### config.mk
export PLATFORM = sky130hd
export DESIGN_NAME = layer_result_writer
export DESIGN_NICKNAME = d
export VERILOG_FILES = /design/src/rtl/layer_result_writer_pkg.sv /design/src/rtl/layer_result_writer_result_packer.sv /design/src/rtl/layer_result_writer.sv
export SDC_FILE = /design/constraint.sdc
export NUM_CORES = 1
export LEC_CHECK = 0
export ABC_AREA = 1
export BUFFER_PORTS_ARGS = -buffer_cell sky130_fd_sc_hd__buf_2
export CORE_MARGIN = 1.5
export CORE_UTILIZATION = 57
export DETAILED_ROUTE_END_ITERATION = 10
export PLACE_DENSITY = 0.79
export SETUP_SLACK_MARGIN = 0.02
export SLEW_MARGIN = 30
export SYNTH_ARGS = -nofsm -noshare
export SYNTH_HDL_FRONTEND = slang
export SYNTH_SLANG_ARGS = --single-unit
### constraint.sdc
create_clock -name clk -period 12.4 [get_ports clk]
set_input_delay 0.62 -clock clk [delete_from_list [all_inputs] [get_ports clk]]
set_output_delay 0.62 -clock clk [all_outputs]
set_load 0.01 [all_outputs]
### src/rtl/layer_result_writer_pkg.sv
// Shared constants and FSM encoding for the layer result writer.
package layer_result_writer_pkg;

  localparam int unsigned LRW_NUM_BANK      = 16;
  localparam int unsigned LRW_DATA_W        = 128;
  localparam int unsigned LRW_PIX_W         = 32;
  localparam int unsigned LRW_ADDR_W        = 9;
  localparam int unsigned LRW_WORDS_PER_ROW = 64;
  localparam int unsigned LRW_NUM_ROWS      = 128;
  localparam int unsigned LRW_LANES         = 4;

  typedef enum logic [1:0] {
    StIdle = 2'd0,
    StRun  = 2'd1,
    StDone = 2'd2
  } state_e;

endpackage

### src/rtl/layer_result_writer_result_packer.sv
// Lane counter plus pack register: collects LANES pixels into one zero-padded word.
module layer_result_writer_result_packer
  import layer_result_writer_pkg::*;
#(
  parameter int unsigned PIX_W = LRW_PIX_W,
  parameter int unsigned LANES = LRW_LANES
) (
  input  logic                   clk,
  input  logic                   rst,
  input  logic                   i_clear,
  input  logic                   i_vld,
  input  logic                   i_last,
  input  logic [PIX_W-1:0]       i_pix,
  output logic                   o_word_done,
  output logic [LANES*PIX_W-1:0] o_word
);

  localparam int unsigned LaneW = $clog2(LANES);

  logic [LaneW-1:0]       r_lane;
  logic [LANES*PIX_W-1:0] r_pack;
  logic                   w_lane_full;

  assign w_lane_full = (r_lane == LaneW'(LANES - 1));
  assign o_word_done = i_vld & (w_lane_full | i_last);

  // Current pack register with the incoming pixel merged into its slot.
  always_comb begin
    o_word = r_pack;
    if (i_vld) begin
      o_word[r_lane*PIX_W +: PIX_W] = i_pix;
    end
  end

  // Slot state: cleared after each completed word so unfilled slots read as zero.
  always_ff @(posedge clk or posedge rst) begin
    if (rst) begin
      r_lane <= '0;
      r_pack <= '0;
    end else if (i_clear || o_word_done) begin
      r_lane <= '0;
      r_pack <= '0;
    end else if (i_vld) begin
      r_lane <= r_lane + 1'b1;
      r_pack <= o_word;
    end
  end

endmodule

### src/rtl/layer_result_writer.sv
// Packs a 32-bit pixel stream into 128-bit words and writes them row-interleaved
// across the feature-map BRAM banks (row r -> bank r mod NUM_BANK).
module layer_result_writer
  import layer_result_writer_pkg::*;
#(
  parameter int unsigned NUM_BANK      = LRW_NUM_BANK,
  parameter int unsigned DATA_W        = LRW_DATA_W,
  parameter int unsigned PIX_W         = LRW_PIX_W,
  parameter int unsigned ADDR_W        = LRW_ADDR_W,
  parameter int unsigned WORDS_PER_ROW = LRW_WORDS_PER_ROW,
  parameter int unsigned NUM_ROWS      = LRW_NUM_ROWS
) (
  input  logic                clk,
  input  logic                rst,
  input  logic                iStart,
  input  logic [PIX_W-1:0]    iLayer_result,
  input  logic                iLayer_vld,
  input  logic                iColEnd,
  output logic                oWe,
  output logic [NUM_BANK-1:0] oCs,
  output logic [ADDR_W-1:0]   oAddr,
  output logic [DATA_W-1:0]   oWdata,
  output logic                oBusy,
  output logic                oDone,
  output logic                oErr
);

  localparam int unsigned BankW = $clog2(NUM_BANK);
  localparam int unsigned WordW = $clog2(WORDS_PER_ROW);
  // Row counter is wide enough that its upper bits cover the full address space.
  localparam int unsigned RowW  = ADDR_W + BankW;

  state_e              r_state;
  state_e              w_state_next;
  logic [WordW-1:0]    r_word;
  logic [RowW-1:0]     r_row;
  logic                r_we;
  logic [NUM_BANK-1:0] r_cs;
  logic [ADDR_W-1:0]   r_addr;
  logic [DATA_W-1:0]   r_wdata;
  logic                r_err;

  logic                w_run;
  logic                w_pix_vld;
  logic                w_stray_vld;
  logic                w_word_done;
  logic [DATA_W-1:0]   w_word;
  logic                w_word_last;
  logic                w_frame_end;
  logic                w_wrap;
  logic [ADDR_W-1:0]   w_addr;
  logic [NUM_BANK-1:0] w_cs;

  // iStart wins over a coincident pixel, which is dropped.
  assign w_run       = (r_state == StRun);
  assign w_pix_vld   = iLayer_vld & w_run & ~iStart;
  assign w_stray_vld = iLayer_vld & ~w_run & ~iStart;
  assign w_word_last = (r_word == WordW'(WORDS_PER_ROW - 1));
  assign w_frame_end = w_pix_vld & iColEnd & (r_row == RowW'(NUM_ROWS - 1));
  // A full last-slot word without iColEnd means the row overruns the bank row.
  assign w_wrap      = w_word_done & ~iColEnd & w_word_last;

  assign w_addr = ADDR_W'(r_row[RowW-1:BankW] * WORDS_PER_ROW) + ADDR_W'(r_word);
  assign w_cs   = NUM_BANK'(1) << r_row[BankW-1:0];

  layer_result_writer_result_packer #(
    .PIX_W (PIX_W),
    .LANES (DATA_W / PIX_W)
  ) u_packer (
    .clk         (clk),
    .rst         (rst),
    .i_clear     (iStart),
    .i_vld       (w_pix_vld),
    .i_last      (iColEnd),
    .i_pix       (iLayer_result),
    .o_word_done (w_word_done),
    .o_word      (w_word)
  );

  // FSM state register.
  always_ff @(posedge clk or posedge rst) begin
    if (rst) begin
      r_state <= StIdle;
    end else begin
      r_state <= w_state_next;
    end
  end

  // FSM next-state logic; iStart restarts the frame from any state.
  always_comb begin
    w_state_next = r_state;
    case (r_state)
      StIdle: begin
        if (iStart) w_state_next = StRun;
      end
      StRun: begin
        if (!iStart && w_frame_end) w_state_next = StDone;
      end
      StDone: begin
        w_state_next = iStart ? StRun : StIdle;
      end
      default: w_state_next = StIdle;
    endcase
  end

  // FSM status outputs.
  always_comb begin
    oBusy = (r_state == StRun);
    oDone = (r_state == StDone);
  end

  // Word and row position within the frame.
  always_ff @(posedge clk or posedge rst) begin
    if (rst) begin
      r_word <= '0;
      r_row  <= '0;
    end else if (iStart) begin
      r_word <= '0;
      r_row  <= '0;
    end else if (w_word_done) begin
      if (iColEnd) begin
        r_word <= '0;
        r_row  <= r_row + 1'b1;
      end else begin
        r_word <= w_word_last ? '0 : r_word + 1'b1;
      end
    end
  end

  // Registered BRAM write port; address and data hold between writes.
  always_ff @(posedge clk or posedge rst) begin
    if (rst) begin
      r_we    <= 1'b0;
      r_cs    <= '0;
      r_addr  <= '0;
      r_wdata <= '0;
    end else begin
      r_we <= w_word_done;
      r_cs <= w_word_done ? w_cs : '0;
      if (w_word_done) begin
        r_addr  <= w_addr;
        r_wdata <= w_word;
      end
    end
  end

  // Sticky error: stray pixels outside RUN or row overrun; cleared by iStart.
  always_ff @(posedge clk or posedge rst) begin
    if (rst) begin
      r_err <= 1'b0;
    end else if (iStart) begin
      r_err <= 1'b0;
    end else if (w_stray_vld || w_wrap) begin
      r_err <= 1'b1;
    end
  end

  assign oWe    = r_we;
  assign oCs    = r_cs;
  assign oAddr  = r_addr;
  assign oWdata = r_wdata;
  assign oErr   = r_err;

endmodule

; ---- After elaboration in Yosys (flattened, before gate mapping)
; Cells that the tools add are included.
[totals]
register_bits = 306
out_inout_bits = 157
word_cells = 69
[classes]
add_sub_neg = 5
eq_ne = 7
n_shift = 3
muxes = 20
bitwise = 13
n_reduce_logical = 11
[op_table]
columns = cell, n
row1 = 128-bit 2-to-1 mux, 3
row2 = 128-bit bitwise mux, 1
row3 = 32-bit by 34-bit variable shift with 128-bit output (first input constant), 1
row4 = 32-bit by 34-bit variable part select with 128-bit output, 1
row5 = 13-bit 2-to-1 mux, 3
row6 = 7-bit negation with 34-bit output, 1
row7 = 6-bit 2-to-1 mux, 4
row8 = 16-bit 2-to-1 mux, 1
row9 = 1-bit by 4-bit << shifter with 16-bit output (first input constant), 1
row10 = 13-bit by 1-bit adder with 13-bit output (second input constant), 1
row11 = 13-bit by 7-bit equality test with 1-bit output (second input constant), 1
row12 = 9-bit by 6-bit adder with 9-bit output, 1
row13 = 1-bit bitwise AND, 9
row14 = 2-bit 2-to-1 mux, 4
row15 = 2-bit nonzero test, 4
row16 = 6-bit by 1-bit adder with 6-bit output (second input constant), 1
row17 = 6-bit equality test (second input constant), 1
row18 = 2-bit case mux with 3 select lines, 1
row19 = 2-bit equality test (second input constant), 2
row20 = 2-bit AND reduction, 2
row21 = 1-bit 2-to-1 mux, 3
row22 = 1-bit inverter, 3
row23 = 2-bit by 1-bit adder with 2-bit output (second input constant), 1
row24 = 2-bit by 1-bit equality test with 1-bit output (second input constant), 1
row25 = 7 further kinds, 8

; ---- Depth between registers and ports, before layout
; Gate-level depths: netlist of the first run.
[depth]
ltp_word = 9
ltp_mapped = 11

; ---- Modules after synthesis
; Synthesis of the first run repeated with hierarchy kept, for this count alone.
[unflattened]
hier_cells = 1665
area_unflattened_um2 = 13402.9
[modules_own_cells]
columns = mod, n_inst, cells_per_inst, area_each_um2, seq_area_each_um2
row1 = layer_result_writer, 1, 779, 6866.6, 4404.2
row2 = layer_result_writer_result_packer, 1, 886, 6536.3, 3253.1

; ---- Worst setup path before layout of the first run
; Ideal clock, no wire load.
[synth_timing]
path_type = reg-to-reg
startpoint = reg u_packer.r_lane[0]
endpoint = reg u_packer.r_pack[0]
arrival_time_ns = 1.762
path_slack_ns = 10.567
stages_incl_launch_ff = 10
n_path_buf = 2
cell_sequence = dfrtp_1 > buf_2 > inv_1 > ha_1 > inv_1 > nand4_1 > clkbuf_1 > o21ai_0 > nand2_1 > nor2_1
[synth_via]
elab_chain_cells = 6
elab_cells_between_ends = 12
cone_classes = 1 x add/sub / 1 x eq/ne / 2 x shift / 4 x mux / 2 x bitwise / 2 x reduce/logical
[synth_rtl]
columns = element, line
row1 = "start, declared", layer_result_writer_result_packer.sv:20  ; logic [LaneW-1:0] r_lane;
row2 = "start signal, assigned", layer_result_writer_result_packer.sv:44  ; r_lane <= r_lane + 1'b1;
row3 = 7-bit negation with 34-bit output, layer_result_writer_result_packer.sv:31  ; o_word[r_lane*PIX_W +: PIX_W] = i_pix;
row4 = 32-bit by 34-bit variable part select with 128-bit output / 32-bit by 34-bit variable shift with 128-bit output (equally long branches), layer_result_writer_result_packer.sv:31
row5 = 128-bit bitwise mux, layer_result_writer_result_packer.sv:31
row6 = 128-bit 2-to-1 mux, layer_result_writer_result_packer.sv:30  ; if (i_vld) begin
row7 = 128-bit 2-to-1 mux, layer_result_writer_result_packer.sv:43  ; end else if (i_vld) begin
row8 = 128-bit 2-to-1 mux, layer_result_writer_result_packer.sv:40  ; end else if (i_clear || o_word_done) begin
row9 = "end signal, assigned", layer_result_writer_result_packer.sv:45  ; r_pack <= o_word;
row10 = "end, declared", layer_result_writer_result_packer.sv:21  ; logic [LANES*PIX_W-1:0] r_pack;
; Parallel ways exist; a longest one is shown, timed or not. The select of a mux whose other input is x is not followed.
; A chain may end at the register's enable or synchronous reset.

; ---- Final worst setup path of the first run
[layout_timing]
startpoint = reg u_packer.r_lane[0]
endpoint = reg u_packer.r_pack[16]
; Same word-level chain as after synthesis.

==> results.cfg, run 1 <==
[status]
status = finished, final reports clean

[yosys]
ys_seq_area_share_pct = 56.6
syn_area_per_cell_um2 = 7.82
ys_warn_count = 0
syn-cell-area_um2 = 13500
synth_cells = 1730
ys_seq_elements = 306
syn_nets = 1780
ys_types = 23

[finish]
nNetsFinal = 1935
drive_above_1_share_pct = 14.5
area_growth_syn_to_layout_pct = 15.8
fillers = 1985
final_common_cell = nand2_1
mostFrequentLayoutCells = 866 x nand2_1, 305 x dfrtp_1, 193 x buf_2, 162 x nor2_1, 130 x a21oi_1
final_util_pct = 67.0

[drt]
drc = 0
vias_per_cell = 5.33
ant_nets = 0
drt_iter0_drc = 1139
via_count = 11900
wl_per_cell_um = 15.9
drtPass1Iterations = 5
drt-total-wl_um = 35400

[die]
coreArea_um2 = 23400
die_w_um = 157
die-area_um2 = 24700
start_util_pct = 57.8
io_pins = 194
rows = 56
dieHeight_um = 157

[clock_network]
clk_pin_slew_ps = 60
cts_tree = yes
clockBufferDepth = 3
ctsHoldBuffers = 0
cts-root-buf = clkbuf_16
cts_sinks = 306
clk_latency_ps = 550
ctsResizeCount = 0
h-tree-depth = 1
post_cts.repair.setup_buffers = 0
cts_buffers = 31

[grt]
grt_pass1_wl_um = 56800
grt_max_degree = 138
antenna_found_initial = 1
grt-ovfl-total = 0
track_usage_pct = 29.2
first_global_vias = 11300

[sta]
layout_min_cycle_time_ps = 3260
skew_ps = 10.2
setup_tns_ps = 0
fmaxAchievable_mhz = 306
fin_crit_sh_pct = 26.3
worstMarginPinSlew_ps = 955
hold_violations = 0
relSlewSlack_pct = 36.2
rsz0062_at_grt = no
slew_violations = 0
setup_viol = 0

[placed_design]
hpwl_um = 23200
port-buffer-count = 193
gp_congestion = 0.888

[pwr]
p_leak_nw = 9.10
max-vdd-ir-drop_v = 0.000144
p_comb_share_pct = 13.8
seqPwrFrac_pct = 45.6
swShare_pct = 28.8
power.internal_w = 0.00164
clock_power_share_pct = 40.6
power-per-cell-area_nw_per_um2 = 147
p_sw_w = 0.000665

[setup_path]
worst-setup-path-type = reg -> reg
cp.arrival_ps = 3640
required_ps = 12780
cp_max_fo = 84
worst_setup_path_start_kind = flop
crit_path_end_kind = flop

[worst_hold_path]
hold_class = in -> async

[flow_run]
maxCapViolations = 0
[synthesized netlist by cell type (all sizes together)]
master / number / share of area, %
nand2: 869 / 24
dfrtp: 306 / 57
nor2: 169 / 4.9
a21oi: 130 / 4.8
inv: 79 / 2.2
buf: 67 / 2.6
o21ai: 26 / 0.96
nand3: 24 / 0.92
clkbuf: 19 / 0.53
nand4: 17 / 0.79
ha: 13 / 1.2
nor3: 6 / 0.22
clkinv: 1 / 0.028
nand3b: 1 / 0.056
o21bai: 1 / 0.056
o22ai: 1 / 0.046
xor2: 1 / 0.065
[layer usage]
layer / vias up / track usage (%) / wire [um] / part of all wire (%)
met4: 0 / 12.7 / 1420 / 4.0
met2: 471 / 46.2 / 16600 / 47
met5: - / 0 / 0 / 0
li1: 5634 / - / - / -
met1: 5687 / 40.1 / 14700 / 42
met3: 92 / 4.98 / 2640 / 7.5
[power groups by stage]
stage / clock [W] / combinational, W / sequential, W
final: 0.000935 / 0.000318 / 0.00105
after global placement: 0 / 0.000306 / 0.00107
after floorplan: 0 / 0.000217 / 0.00106
after CTS: 0.000948 / 0.000314 / 0.00105
after detailed placement: 0 / 0.000312 / 0.00107
after global routing: 0.000983 / 0.000351 / 0.00106
[kinds of logic (layout without fill, tap and decap cells)]
group	Yosys count	count (layout)	share of synthesized area (%)
AND/OR/NAND/NOR	1086	1086	31.0
flip-flops	306	306	56.6
buffers and inverters	166	344	5.32
AO/OA/AOI/OAI	158	158	5.87
adder cells (fa/ha/maj)	13	13	1.20
XOR/XNOR	1	1	0.0647
other	0	1	0
[critical path: stages (launching register included)]
cell	delay, ps
dfrtp_2	740
ha_1	250
nor2_1	80
nor2_4	540
nor2_4	90
inv_4	410
buf_4	820
a21oi_1	120
[flip-flops by register name, summed over array words and instances (netlist names), 2 cells and up]
register and count:
oAddr 9, u_packer.r_pack 128, r_word 6, r_state 2, u_packer.r_lane 2, oWdata 128
oCs 16, r_row 13
[cell type report]
type / count / area [um2] / share of cell area (%)
sequential: 306 / 7660 / 48.9
tap: 319 / 399 / 2.55
clock buffer: 36 / 835 / 5.33
multi-input combinational: 1258 / 5180 / 33.0
timing repair buffer: 208 / 1090 / 6.98
inverter: 80 / 315 / 2.01
clock inverter: 20 / 191 / 1.22
antenna: 1 / 2.50 / 0.0160
[per-stage QoR]
step | std cells | hold WS (ps) | power, W | area [um2] | setup WS, ps
2_1_floorplan | 1730 | 471 | 0.00128 | 13500 | 3320
3_3_place_gp | 2171 | 457 | 0.00137 | 14600 | 8810
3_5_place_dp | 2171 | 460 | 0.00138 | 14600 | 8820
4_1_cts | 2227 | 308 | 0.00231 | 15700 | 8820
5_1_grt | 2227 | 229 | 0.00239 | 15700 | 8910
6_report | 2228 | 142 | 0.00230 | 15700 | 9140
[worst paths after layout]
path	startpoint	end	slack, ps	depth (start not counted)
min in group clk	iStart	oErr$_DFFE_PP0P_	320	2
max in group asynchronous	rst	oWdata[82]$_DFFE_PP0P_	10980	3
worst max-delay path	u_packer.r_lane[0]$_DFFE_PP0P_	u_packer.r_pack[16]$_DFFE_PP0P_	9140	7
worst max register to register	u_packer.r_lane[0]$_DFFE_PP0P_	u_packer.r_pack[16]$_DFFE_PP0P_	9140	7
worst min-delay path	rst	oWdata[22]$_DFFE_PP0P_	140	2
worst min register to register	oWdata[23]$_DFFE_PP0P_	oWdata[23]$_DFFE_PP0P_	470	2
No activity file was read; power rests on OpenSTA's default activity.
==> run 2, diff against run 1 <==
--- a/config.mk
+++ b/config.mk
@@ -8,9 +8,9 @@
 export ABC_AREA = 1
 export BUFFER_PORTS_ARGS = -buffer_cell sky130_fd_sc_hd__buf_2
 export CORE_MARGIN = 1.5
-export CORE_UTILIZATION = 57
+export CORE_UTILIZATION = 52
 export DETAILED_ROUTE_END_ITERATION = 10
-export PLACE_DENSITY = 0.79
+export PLACE_DENSITY = 0.76
 export SETUP_SLACK_MARGIN = 0.02
 export SLEW_MARGIN = 30
 export SYNTH_ARGS = -nofsm -noshare
==> constraint.sdc (replaced) <==
create_clock -name clk -period 2.9 [get_ports clk]
set_input_delay 0.145 -clock clk [delete_from_list [all_inputs] [get_ports clk]]
set_output_delay 0.145 -clock clk [all_outputs]
set_load 0.01 [all_outputs]
==> run 2 against run 1 <==
  * Wire length grew 4.4%
  * Fmax grew 25%
  * Combinational power grew to 4.7 times the previous value
  * Critical path depth is the same
  * Power grew to 4.3 times the previous value
  * Die area grew 9.4%
  * Register-to-register slack lost 8800 ps
  * Final cell count grew 2.0%
==> results.cfg, run 2 (same netlist as run 1, synthesis figures left out) <==
[die]
io_pins = 194
rows = 58
dieHeight_um = 164
start_util_pct = 53.4
die_w_um = 164
die-area_um2 = 27000
coreArea_um2 = 25300

[setup_path]
r2r_cells = 7
cp_top_family = buffers and inverters
worst-path-buf-inv = 2
r2r_slack_ps = 290
required_ps = 3380
cp.arrival_ps = 3090
worst-setup-path-type = reg -> reg
r2r-end = oErr$_DFFE_PP0P_
crit_path_end_kind = flop
worstPathCellList = ha_1, nor2_1, nor2_4, buf_12, nand3_1, a21oi_1, dlygate4sd3_1
worst_setup_path_start_kind = flop
cp_max_fo = 134
cpMaxStageDelayCell = dfrtp_1
cpPeakStageDelay_ps = 620
worstReg2RegStart = u_packer.r_lane[0]$_DFFE_PP0P_

[finish]
area_growth_syn_to_layout_pct = 18.6
mostFrequentLayoutCells = 868 x nand2_1, 306 x dfrtp_1, 193 x buf_2, 162 x nor2_1, 130 x a21oi_1
final_common_cell = nand2_1
drive_above_1_share_pct = 15.1
nNetsFinal = 1969
finalNonFillerCells = 2273

[clock_network]
cts_buffers = 31
clk_pin_slew_ps = 60
clockBufferDepth = 3
clk_latency_ps = 550
cts-root-buf = clkbuf_16
ctsResizeCount = 0
cts_tree = yes
cts_sinks = 306
h-tree-depth = 1

[grt]
grt-ovfl-total = 0
grt_pass1_wl_um = 59600
track_usage_pct = 28.1
antenna_found_initial = 1
grt_max_degree = 135
first_global_vias = 11500

[pwr]
seqPwrFrac_pct = 45.1
p_sw_w = 0.00284
clock_power_share_pct = 39.7
power.internal_w = 0.00704
power-per-cell-area_nw_per_um2 = 615
swShare_pct = 28.7
p_leak_nw = 9.29
p_comb_share_pct = 15.1
max-vdd-ir-drop_v = 0.000436

[flow_run]
maxCapViolations = 0

[drt]
vias_per_cell = 5.24
drtPass1Iterations = 5
wl_per_cell_um = 16.3
drc = 0
via_count = 11900
drt_iter0_drc = 1119
ant_nets = 0
drt-total-wl_um = 36900

[sta]
setup_tns_ps = 0
layout_min_cycle_time_ps = 2610
relSlewSlack_pct = 47.9
fmaxAchievable_mhz = 384
fin_crit_sh_pct = 89.9
slew_violations = 0
worstMarginPinSlew_ps = 782
setup_viol = 0
hold_violations = 0
rsz0062_at_grt = no
skew_ps = 9.84

[placed_design]
gp_congestion = 0.897
port-buffer-count = 193
hpwl_um = 25100
dp_cells = 2206

[status]
status = finished, final reports clean

[worst_hold_path]
hp-start = iLayer_result[12]
whs_endpoint = u_packer.r_pack[76]$_DFFE_PP0P_
hold_depth = 5
hold_class = in -> reg
-- run 2: cell count changes in the layout (fill, tap and decap cells not counted), moves of 2 or more --
| cell | delta |
|---|---|
| nand2_2 | -2 |
| buf_6 | -4 |
| bufinv_16 | -2 |
| clkbuf_8 | +5 |
| buf_12 | +11 |
| dlygate4sd3_1 | +10 |
| nand2_1 | +2 |
| clkinv_2 | -4 |
| buf_4 | +17 |
| clkbuf_1 | +5 |
-- run 2: repair_timing --
item                                   CTS  global route
setup buffers                            0             0
endpoints found under the hold margin   35             0
hold buffers                            10             0
-- run 2: tightest hold or removal path, stage by stage --
cell and delay [ps]:
buf_2 120, inv_1 80, nor2_1 50, nand2_1 70, a21oi_1 70
-- run 2: worst max path at each step --
stage,cells past startpoint,slack (ps),startpoint,endpoint
floorplan,1,-1320,rst,oAddr[0]$_DFFE_PP0P_
global placement,8,650,u_packer.r_lane[0]$_DFFE_PP0P_,oWdata[78]$_DFFE_PP0P_
detailed placement,8,470,u_packer.r_lane[0]$_DFFE_PP0P_,oWdata[78]$_DFFE_PP0P_
CTS,7,290,u_packer.r_lane[0]$_DFFE_PP0P_,oErr$_DFFE_PP0P_
global route,7,80,u_packer.r_lane[0]$_DFFE_PP0P_,oErr$_DFFE_PP0P_
finish,7,290,u_packer.r_lane[0]$_DFFE_PP0P_,oErr$_DFFE_PP0P_
-- run 2: per-stage QoR --
stage          area (um2)  hold WS, ps  util (%)  power [W]  setup WS, ps
2_1_floorplan       13500          208         -    0.00547         -1320
3_3_place_gp        14900          416      58.9    0.00596           647
3_5_place_dp        14900          222      59.0    0.00599           466
4_1_cts             16000         2.22      63.4    0.00991           289
5_1_grt             16000         15.8      63.4     0.0103          80.7
6_report            16000         27.4      63.4    0.00988           293
-- run 2: per-layer routing --
metal  vias up  wire (um)  GRT usage [%]
met5         -          0              0
met4         0       1130           9.05
met3        70       2410           3.69
met2       412      17200           44.4
met1      5737      16200           40.3
li1       5694          -              -
-- run 2: cell type report --
type | instances | area [um2]
fill | 2189 | 9280
sequential | 306 | 7660
multi-input combinational | 1258 | 5170
timing repair buffer | 242 | 1500
clock buffer | 46 | 922
tap | 330 | 413
inverter | 80 | 307
clock inverter | 10 | 78.8
antenna | 1 | 2.50
-- run 2: power groups by stage --
stage	Combinational [W]	Clock, W	Sequential (W)
2_1_floorplan	0.000927	0	0.00454
3_3_place_gp	0.00143	0	0.00453
3_5_place_dp	0.00146	0	0.00453
4_1_cts	0.00148	0.00398	0.00446
5_1_grt	0.00165	0.00417	0.00447
6_report	0.00150	0.00392	0.00446
==> run 3, diff against run 2 <==
--- a/config.mk
+++ b/config.mk
@@ -8,9 +8,11 @@
 export ABC_AREA = 1
 export BUFFER_PORTS_ARGS = -buffer_cell sky130_fd_sc_hd__buf_2
 export CORE_MARGIN = 1.5
-export CORE_UTILIZATION = 52
+export CORE_UTILIZATION = 50
+export CTS_CLUSTER_SIZE = 40
 export DETAILED_ROUTE_END_ITERATION = 10
-export PLACE_DENSITY = 0.76
+export GPL_TIMING_DRIVEN = 0
+export PLACE_DENSITY = 0.74
 export SETUP_SLACK_MARGIN = 0.02
 export SLEW_MARGIN = 30
 export SYNTH_ARGS = -nofsm -noshare
==> run 3 against run 2 <==
  * Wire length increased by 1.8%
  * Fmax is 2.3% higher
  * Critical path depth is 2 higher
  * Die area up 3.9%
  * Worst setup slack improved by 58 ps
  * Final cell count rose by 3.1%
  * Flip-flop and latch count unchanged
  * Hold slack gained 15 ps
  * Critical path type unchanged
  * Highest routed layer is now met5
  * Largest cell class unchanged
==> results.cfg, run 3 (same netlist as run 1, synthesis figures left out) <==
[setup_path]
r2r_slack_ps = 350
worst_setup_path_start_kind = flop
r2r-end = oWdata[0]$_DFFE_PP0P_
worstReg2RegStart = u_packer.r_lane[0]$_DFFE_PP0P_
cp_max_fo = 10
worst-setup-path-type = reg -> reg
cp.arrival_ps = 2990
required_ps = 3340
r2r_cells = 9
crit_path_end_kind = flop

[clock_network]
cts_tree = yes
cts_buffers = 34
clockBufferDepth = 3
h-tree-depth = 2
ctsResizeCount = 0
clk_latency_ps = 510
cts_sinks = 306
cts-root-buf = clkbuf_16
clk_pin_slew_ps = 60

[pwr]
p_total_w = 0.0103
seqPwrFrac_pct = 43.0
p_sw_w = 0.00293
p_leak_nw = 9.49
power-per-cell-area_nw_per_um2 = 629
power.internal_w = 0.00738
p_comb_share_pct = 14.8
clock_power_share_pct = 42.2
max-vdd-ir-drop_v = 0.000323
swShare_pct = 28.4

[die]
io_pins = 194
dieHeight_um = 168
rows = 60
start_util_pct = 50.6
die-area_um2 = 28100
coreArea_um2 = 26700
die_w_um = 168

[status]
status = finished, final reports clean

[sta]
worstMarginPinSlew_ps = 533
fin_crit_sh_pct = 87.9
relSlewSlack_pct = 64.3
fin_ws_ps = 351
hold_violations = 0
layout_min_cycle_time_ps = 2550
skew_ps = 20.3
fmaxAchievable_mhz = 392
setup_viol = 0
slew_violations = 0
rsz0062_at_grt = no

[flow_run]
maxCapViolations = 0

[drt]
ant_nets = 0
via_count = 12100
drt_iter0_drc = 929
drt-total-wl_um = 37600
vias_per_cell = 5.18
drc = 0
wl_per_cell_um = 16.0
drtPass1Iterations = 7

[worst_hold_path]
hold_depth = 5
hold_class = in -> reg
whs_endpoint = u_packer.r_pack[121]$_DFFE_PP0P_
hp-start = iLayer_result[25]

[finish]
nNetsFinal = 2026
postLayoutCellArea_um2 = 16400
drive_above_1_share_pct = 16.5
finalNonFillerCells = 2344
area_growth_syn_to_layout_pct = 21.1
mostFrequentLayoutCells = 869 x nand2_1, 306 x dfrtp_1, 255 x buf_2, 166 x nor2_1, 130 x a21oi_1
final_common_cell = nand2_1

[grt]
grt_pass1_wl_um = 60700
grt_max_degree = 30
track_usage_pct = 27.4
first_global_vias = 11800
grt-ovfl-total = 0
antenna_found_initial = 3

[placed_design]
hpwl_um = 28300
placed_cell_area_um2 = 15200
pre_cts_ws_ps = 451
dp_cells = 2277
port-buffer-count = 193
gp_congestion = 0.932
[run 3: worst max path at each step]
stage,start,end,slack (ps),cells past startpoint
5_1_grt,u_packer.r_lane[0]$_DFFE_PP0P_,oWdata[0]$_DFFE_PP0P_,220,9
2_1_floorplan,rst,oAddr[0]$_DFFE_PP0P_,-1320,1
6_report,u_packer.r_lane[0]$_DFFE_PP0P_,oWdata[0]$_DFFE_PP0P_,350,9
4_1_cts,u_packer.r_lane[0]$_DFFE_PP0P_,oWdata[0]$_DFFE_PP0P_,380,9
3_5_place_dp,u_packer.r_lane[0]$_DFFE_PP0P_,oWdata[0]$_DFFE_PP0P_,450,9
3_3_place_gp,rst,oWdata[10]$_DFFE_PP0P_,-3050,2
[run 3: stage by stage]
stage                     hold WS [ps]  setup TNS, ps  util, %
after floorplan                    208        -402690        -
after global placement             412        -926390     55.9
after detailed placement           187              0     56.9
after CTS                         24.3              0     61.3
after global routing              52.7              0     61.3
final                             42.7              0     61.3
[run 3: what timing repair did]
item	CTS	global route
hold buffers	4	0
endpoints found under the hold margin	96	0
buffers inserted	0	0
[run 3: layout make-up]
cell class	instances	area, um2
fillers	2396	10300
flip-flops and latches	306	7660
multi-input cells	1258	5150
repair buffers	210	1300
clock buffers	46	957
well taps	341	427
plain buffers	86	419
inverters	80	304
clock inverters	14	169
diodes	3	7.51
[run 3: layer usage]
layer	track usage, %	up-vias	routed length, um
met4	6.97	2	828
met1	38.4	5808	16500
met2	44.1	434	17500
met5	0	-	13
li1	-	5827	-
met3	5.13	62	2790
[run 3: power by group through the flow]
| stage | clock network (W) | registers (W) | logic [W] |
|---|---|---|---|
| after floorplan | 0 | 0.00454 | 0.000927 |
| after global placement | 0 | 0.00451 | 0.00142 |
| after detailed placement | 0 | 0.00451 | 0.00149 |
| after CTS | 0.00441 | 0.00443 | 0.00151 |
| after global routing | 0.00457 | 0.00444 | 0.00169 |
| final | 0.00434 | 0.00443 | 0.00152 |
[run 3: worst max-delay path, cell delays in order (launching register included)]
cell	delay (ps)
dfrtp_1	400
buf_2	250
inv_1	170
ha_1	370
inv_1	120
nand4_1	270
clkbuf_1	330
o21ai_0	280
nand3_1	180
nand2_1	100
